**src/rtl/dcm_if.sv**
```systemverilog
// Phase-shift handshake between the dmix control logic and the dcm block.
interface dcm_if;
    logic psen;
    logic psincdec;
    logic psdone;

    modport master (output psen, output psincdec, input psdone);
    modport slave  (input psen, input psincdec, output psdone);
endinterface

```
**src/rtl/dcm.sv**
```systemverilog
// Synthesizable clock manager: /2 and /4 divided clocks, a fractional CLKFX
// enable strobe, a sticky lock indicator and a one-step phase shifter.
module dcm #(
    parameter int unsigned CLKFX_MULTIPLY = 4,
    parameter int unsigned CLKFX_DIVIDE   = 1,
    parameter int unsigned LOCK_CYCLES    = 16
) (
    input  logic  clk983040,
    input  logic  rst_n,
    dcm_if.slave  ps,
    output logic  clk0,
    output logic  clk2x,
    output logic  clkfx_en,
    output logic  locked
);

    localparam int unsigned FX_MOD = 4 * CLKFX_DIVIDE;
    localparam int unsigned ACC_W  = $clog2(FX_MOD) + 1;
    localparam int unsigned SUM_W  = ACC_W + 1;
    localparam int unsigned LCK_W  = 16;

    typedef enum logic [1:0] {
        PS_IDLE  = 2'd0,
        PS_SHIFT = 2'd1,
        PS_DONE  = 2'd2
    } ps_state_t;

    ps_state_t          r_ps_state;
    ps_state_t          w_ps_state_nxt;
    logic [1:0]         r_cnt;
    logic [1:0]         w_cnt_nxt;
    logic [LCK_W-1:0]   r_lock_cnt;
    logic [LCK_W-1:0]   w_lock_cnt_nxt;
    logic               r_locked;
    logic               w_locked_nxt;
    logic [ACC_W-1:0]   r_acc;
    logic [ACC_W-1:0]   w_acc_nxt;
    logic               r_fx_en;
    logic               w_fx_en_nxt;
    logic               r_ps_dir;
    logic               w_ps_dir_nxt;
    logic               r_psdone;
    logic               w_psdone_nxt;
    logic [SUM_W-1:0]   w_sum;

    // State register for every piece of sequential state in the block.
    always_ff @(posedge clk983040 or negedge rst_n) begin
        if (!rst_n) begin
            r_ps_state <= PS_IDLE;
            r_cnt      <= 2'd0;
            r_lock_cnt <= '0;
            r_locked   <= 1'b0;
            r_acc      <= '0;
            r_fx_en    <= 1'b0;
            r_ps_dir   <= 1'b0;
            r_psdone   <= 1'b0;
        end else begin
            r_ps_state <= w_ps_state_nxt;
            r_cnt      <= w_cnt_nxt;
            r_lock_cnt <= w_lock_cnt_nxt;
            r_locked   <= w_locked_nxt;
            r_acc      <= w_acc_nxt;
            r_fx_en    <= w_fx_en_nxt;
            r_ps_dir   <= w_ps_dir_nxt;
            r_psdone   <= w_psdone_nxt;
        end
    end

    // Next-state logic: divider, lock counter, DDS and phase-shift FSM.
    always_comb begin
        w_ps_state_nxt = r_ps_state;
        w_cnt_nxt      = r_cnt + 2'd1;
        w_lock_cnt_nxt = r_lock_cnt;
        w_acc_nxt      = '0;
        w_fx_en_nxt    = 1'b0;
        w_ps_dir_nxt   = r_ps_dir;
        w_psdone_nxt   = 1'b0;
        w_sum          = SUM_W'(r_acc) + SUM_W'(CLKFX_MULTIPLY);

        if (r_lock_cnt != LCK_W'(LOCK_CYCLES)) begin
            w_lock_cnt_nxt = r_lock_cnt + LCK_W'(1);
        end
        // Saturated counter keeps locked high until the next reset.
        w_locked_nxt = (w_lock_cnt_nxt == LCK_W'(LOCK_CYCLES));

        if (r_locked) begin
            if (w_sum >= SUM_W'(FX_MOD)) begin
                w_acc_nxt   = ACC_W'(w_sum - SUM_W'(FX_MOD));
                w_fx_en_nxt = 1'b1;
            end else begin
                w_acc_nxt   = ACC_W'(w_sum);
            end
        end

        case (r_ps_state)
            PS_IDLE: begin
                if (r_locked && ps.psen) begin
                    w_ps_state_nxt = PS_SHIFT;
                    w_ps_dir_nxt   = ps.psincdec;
                end
            end
            PS_SHIFT: begin
                // Retard holds the divider one cycle; advance skips a step.
                w_cnt_nxt      = r_ps_dir ? r_cnt : r_cnt + 2'd2;
                w_ps_state_nxt = PS_DONE;
            end
            PS_DONE: begin
                w_psdone_nxt   = 1'b1;
                w_ps_state_nxt = PS_IDLE;
            end
            default: begin
                w_ps_state_nxt = PS_IDLE;
            end
        endcase
    end

    assign clk2x     = r_cnt[0];
    assign clk0      = r_cnt[1];
    assign clkfx_en  = r_fx_en;
    assign locked    = r_locked;
    assign ps.psdone = r_psdone;

endmodule

```
**src/flat_wrapper.sv**
```systemverilog
// flat-port wrapper written by rule: the top's interface ports become plain ports
module dcm_flat 
#(
    parameter int unsigned CLKFX_MULTIPLY = 4,
    parameter int unsigned CLKFX_DIVIDE   = 1,
    parameter int unsigned LOCK_CYCLES    = 16
)
  (clk983040, rst_n, clk0, clk2x, clkfx_en, locked, ps_psen, ps_psincdec, ps_psdone);
  dcm_if ps_i ();
  input  logic clk983040;
  input  logic rst_n;
  output logic clk0;
  output logic clk2x;
  output logic clkfx_en;
  output logic locked;
  input wire logic [$bits(ps_i.psen)-1:0] ps_psen;
  input wire logic [$bits(ps_i.psincdec)-1:0] ps_psincdec;
  output wire logic [$bits(ps_i.psdone)-1:0] ps_psdone;
  assign ps_i.psen = ps_psen;
  assign ps_i.psincdec = ps_psincdec;
  assign ps_psdone = ps_i.psdone;
  dcm #(.CLKFX_MULTIPLY(CLKFX_MULTIPLY), .CLKFX_DIVIDE(CLKFX_DIVIDE), .LOCK_CYCLES(LOCK_CYCLES)) u_core (.clk983040(clk983040), .rst_n(rst_n), .ps(ps_i), .clk0(clk0), .clk2x(clk2x), .clkfx_en(clkfx_en), .locked(locked));
endmodule
```
**config.mk**
```make
export PLATFORM = sky130hd
export DESIGN_NAME = dcm_flat
export DESIGN_NICKNAME = d
export VERILOG_FILES = /design/src/rtl/dcm_if.sv /design/src/rtl/dcm.sv /design/src/flat_wrapper.sv
export SDC_FILE = /design/constraint.sdc
export NUM_CORES = 1
export LEC_CHECK = 0
export CORE_MARGIN = 8
export CORE_UTILIZATION = 45
export CTS_BUF_LIST = sky130_fd_sc_hd__clkbuf_4
export CTS_CLUSTER_SIZE = 14
export DETAILED_ROUTE_END_ITERATION = 8
export PLACE_DENSITY = 0.76
export SYNTH_ARGS = -nofsm -noshare
export SYNTH_HDL_FRONTEND = slang
export SYNTH_SLANG_ARGS = --single-unit
```
**constraint.sdc**
```tcl
create_clock -name clk983040 -period 4.5 [get_ports clk983040]
set_input_delay 0.9 -clock clk983040 [delete_from_list [all_inputs] [get_ports clk983040]]
set_output_delay 0.9 -clock clk983040 [all_outputs]
set_load 0.005 [all_outputs]
```
# [Word level (Yosys, flattened, before mapping)]
# Cells that the tools add are included.
# W data, S select, Z words.
[op_classes] n_addsub=5 order_cmp=1 eq_ne=6 n_mux=10 reduce_logical=3
[op_table] operator="$add A16 B1 Y16 const B" n=1
[op_table] operator="$eq A16 B5 Y1 const B" n=1
[op_table] operator="$mux W16" n=1
[op_table] operator="$ne A16 B5 Y1 const B" n=1
[op_table] operator="$mux W2" n=3
[op_table] operator="$mux W3" n=2
[op_table] operator="$add A3 B3 Y4 const B" n=1
[op_table] operator="$ge A4 B3 Y1 const B" n=1
[op_table] operator="$pmux W2 S2" n=1
[op_table] operator="$mux W1" n=3
[op_table] operator="$sub A3 B3 Y3 const B" n=1
[op_table] operator="$add A2 B1 Y2 const B" n=1
[op_table] operator="$add A2 B2 Y2 const B" n=1
[op_table] operator="$eq A2 B1 Y1 const B" n=1
[op_table] operator="$eq A2 B2 Y1 const B" n=1
[op_table] operator="$logic_not A2 Y1" n=1
[op_table] operator="$ne A2 B1 Y1 const B" n=1
[op_table] operator="$ne A2 B2 Y1 const B" n=1
[op_table] operator="$reduce_and A2 Y1" n=1
[op_table] operator="$logic_and A1 B1 Y1" n=1
[totals] register_bits=27 input_bits=4

# [Depth between registers and ports, before layout]
[depth] ltp_word=4 mapped_depth=8 ltp_nobuf=7

# [Worst setup path before layout]
# Ideal clock, no wire load.
[synth_timing] path_type="register to register" startpoint="reg u_core.r_lock_cnt[1]" endpoint="reg u_core.r_locked, in the netlist u_core.locked" setup_ns=0.095 arrival_ns=1.775 required_ns=4.405 path_slack_ns=2.630 stages_incl_launch_ff=7 path_buffers=0 synth_period_minus_slack_ns=1.870 path_cell_list="dfrtp_1 > ha_1 > or3b_1 > a21oi_1 > a31oi_1 > a2111oi_2 > nor4b_2"
[synth_between] elab_chain_len=3 word_cells_on_any_way=4 classes_between="add/sub: 1; eq/ne: 2; mux: 1"
[synth_rtl] element="from (decl)" line_no="dcm.sv:32" text="logic [LCK_W-1:0] r_lock_cnt;"
[synth_rtl] element="from (signal assigned)" line_no="dcm.sv:60" text="r_lock_cnt <= w_lock_cnt_nxt;"
[synth_rtl] element="$add A16 B1 Y16 or $ne A16 B5 Y1 (tied branches)" line_no="dcm.sv:81, dcm.sv:80"
[synth_rtl] element="$mux W16 *" line_no="dcm.sv:80" text="if (r_lock_cnt != LCK_W'(LOCK_CYCLES)) begin"
[synth_rtl] element="$eq A16 B5 Y1 *" line_no="dcm.sv:84" text="w_locked_nxt = (w_lock_cnt_nxt == LCK_W'(LOCK_CYCLES));"
[synth_rtl] element="named net u_core.w_locked_nxt" line_no="dcm.sv:35" text="logic w_locked_nxt;"
[synth_rtl] element="to (signal assigned)" line_no="dcm.sv:61" text="r_locked <= w_locked_nxt;"
[synth_rtl] element="to (decl)" line_no="dcm.sv:34" text="logic r_locked;"
# The timed path passes the listed nets; every way through them passes the cells marked *.
# A chain may end at the register's enable or synchronous reset.

# [Worst setup path after layout]
[layout_timing] startpoint="reg u_core.r_lock_cnt[0]" endpoint="reg u_core.r_locked, in the netlist u_core.locked"
# Same word-level chain as after synthesis.

==> impl_metrics.py <==
metrics = {
    "pwr": {
        "irDropWorstVdd_uv": 257,
        "power_mw": 0.388,
        "p_per_area_mw_per_mm2": 289,
        "p_leak_nw": 0.602,
    },
    "setup_path": {
        "cp-end-kind": "flop",
        "path_max_fanout": 9,
        "worstRegToRegCells": 6,
        "cpMaxStageDelayCell": "dfrtp_1",
        "start_kind": "flop",
        "crit_type": "reg2reg",
        "crit_arrival_ps": 2380,
        "r2r_slack_ps": 2360,
        "critPathRequiredTime_ps": 4740,
        "cpPeakStageDelay_ps": 520,
        "worstPathCellList": "ha_1 > or3b_1 > a21oi_1 > a31oi_1 > a2111oi_2 > nor4b_2",
    },
    "global_routing": {
        "overflow": 0,
        "grt_max_degree": 25,
        "grt_use_total_pct": 10.8,
        "grt_pass1_wl_um": 3820,
        "grt_pass1_vias": 846,
        "antenna_found_initial": 0,
    },
    "layout": {
        "syn_to_final_growth_pct": 10.2,
        "drive_gt1_share_pct": 7.38,
        "regArea_um2": 601,
        "final_area_mm2": 0.00134,
        "nNetsFinal": 129,
        "multiInputGateArea_um2": 586,
        "diodes": 0,
        "fillers": 245,
    },
    "floorplan": {
        "die_x_um": 68.0,
        "die_area_mm2": 0.00463,
        "core-area_mm2": 0.00266,
        "top_level_ports": 9,
        "die_h_um": 68.0,
        "fp-row-count": 19,
        "initial_core_util_pct": 45.8,
    },
    "cts": {
        "htree_num_levels": 1,
        "cts_buffer_depth": 2,
        "insertion_delay_ps": 310,
        "cts_setup_buffers": 0,
        "cts_sinks": 24,
        "cts_root_buffer": "clkbuf_4",
        "cts_made_buffers": 3,
        "postCtsHoldBufs": 0,
        "cts_tree": "yes",
        "cts_resized": 0,
        "cts.clk_slew.worst_paths_ps": 130,
    },
    "place": {
        "gp_congestion": 0.861,
        "dpl.hpwl_um": 1590,
        "port_buffers": 8,
        "place_area_mm2": 0.00132,
    },
    "detailed_routing": {
        "viasPerCell": 5.67,
        "wirelength_um": 2150,
        "routed-via-count": 867,
        "dr_wl_met2_um": 958,
        "ant_nets": 0,
        "wirelength_met1_um": 988,
        "wl_per_cell_um": 14.1,
        "met3_length_um": 172,
        "highest_layer": "met4",
        "drc": 0,
        "drtPass1Iterations": 4,
        "drtIter0Drc": 38,
    },
    "logic_synthesis": {
        "synth_edf_count": 0,
        "synth_top_flop_cell": "dfrtp_1",
        "synth_top_area_share_pct": 49.3,
        "syn_avg_cell_area_um2": 10.6,
        "syn_area_mm2": 0.00122,
        "synth_nets": 121,
        "syn_inst": 115,
        "synth_common_cells": "24 x dfrtp_1, 13 x xnor2_1, 8 x nand2_1, 8 x nor2_1, 6 x nand3_1",
        "synth_top_area_cell": "dfrtp_1",
        "synth.area.top_cells": "dfrtp_1 49%, xnor2_1 9.3%, xor2_1 3.6%",
        "seq_area_frac_synth_pct": 49.3,
        "yosysMostFrequentCell": "dfrtp_1",
        "synth-seq-cells": 24,
        "synth_cell_types": 35,
        "yosysWarnings": 0,
        "async_flop_share_pct": 100,
    },
    "timing": {
        "fmax_mhz": 467,
        "period_share_pct": 47.6,
        "holdWs_ps": 417,
        "slew_viol_final": 0,
        "worst_slew_pin_slew_ps": 1010,
        "rsz0062_at_grt": "false",
        "setup_violations": 0,
        "fin_worst_skew_ps": 1.19,
        "tns_ps": 0,
        "min_period_ps": 2140,
        "hold_viol_final": 0,
        "maxSlewHeadroom_pct": 32.4,
    },
    "flow_run": {
        "cap_violations": 0,
    },
    "outcome": {
        "status": "finished, final reports clean",
    },
    "min_path": {
        "hold_depth": 0,
        "hold_path.class": "reg2reg",
    },
}
[power breakdown]
group	leakage [nW]	internal, mW	total, mW	switching, mW
clock	0.0154	0.0325	0.0964	0.0639
sequential	0.310	0.231	0.241	0.00979
combinational	0.277	0.0327	0.0503	0.0176
[layout by cell type (no fill, tap or decap), types with 2 or more instances in the layout]
cell              n
and3_1            4
xor2_1            5
ha_1              2
dfrtp_1          24
nand4_1           5
o21ai_0           3
nand2_1           8
mux2i_1           2
clkbuf_4          3
nor4_1            3
inv_1             3
nor2_1            8
nor2b_1           3
xnor2_1          13
nand3_1           6
clkdlybuf4s50_1   8
nor3_1            3
a21oi_1           2
[through the flow]
stage               cells  setup slack, ps  utilization [%]
global placement      149             2350             49.4
CTS                   153             2360             50.4
detailed placement    149             2290             49.4
global route          153             2230             50.4
floorplan             115             2630                -
finish                153             2360             50.4
[worst max-delay path: cells and delay by family, from the launching register on]
family | cells | cell delay [ps]
AOI/OAI and AO/OA | 3 | 550
adders and majority gates | 1 | 380
DFF | 1 | 520
and+or+nand+nor | 2 | 610
[registers in the layout (all words and copies together), names as in the netlist]
signal             count
u_core.ps.psdone       1
u_core.clkfx_en        1
u_core.locked          1
u_core.r_cnt           2
u_core.r_ps_state      2
u_core.r_ps_dir        1
u_core.r_lock_cnt     16
[logic make-up (layout without fill, tap and decap cells)]
logic type | Yosys count | count (layout) | synth area share, %
and+or+nand+nor | 51 | 51 | 25.5
buffers and inverters | 8 | 15 | 2.67
xor gates and xnor gates | 18 | 18 | 12.9
DFF | 24 | 24 | 49.3
muxes | 3 | 3 | 2.57
AOI/OAI and AO/OA | 9 | 9 | 5.03
adders and majority gates | 2 | 2 | 2.05
[metal layers]
| layer | track usage, % | vias up |
|---|---|---|
| met5 | 0 | - |
| met4 | 3.07 | 0 |
| met3 | 4.75 | 4 |
| met2 | 17.0 | 22 |
| met1 | 13.1 | 424 |
| li1 | - | 417 |
[worst paths after layout]
kind                                             end            startpoint
worst max-delay path                   u_core.locked  u_core.r_lock_cnt[0]
min in group asynchronous            u_core.r_cnt[0]                 rst_n
worst min-delay path                 u_core.clkfx_en         u_core.locked
max in group asynchronous       u_core.r_lock_cnt[7]                 rst_n
worst max register to register         u_core.locked  u_core.r_lock_cnt[0]
worst min register to register       u_core.clkfx_en         u_core.locked
[layout make-up]
cell class	count	share of cell area (%)
clock buffer	3	1.68
multi-input combinational	83	43.6
sequential	24	44.7
inverter	3	0.839
timing repair buffer	8	5.96
tap	31	2.89
clock inverter	1	0.280
Note: power is estimated with default switching activity, not from simulation.
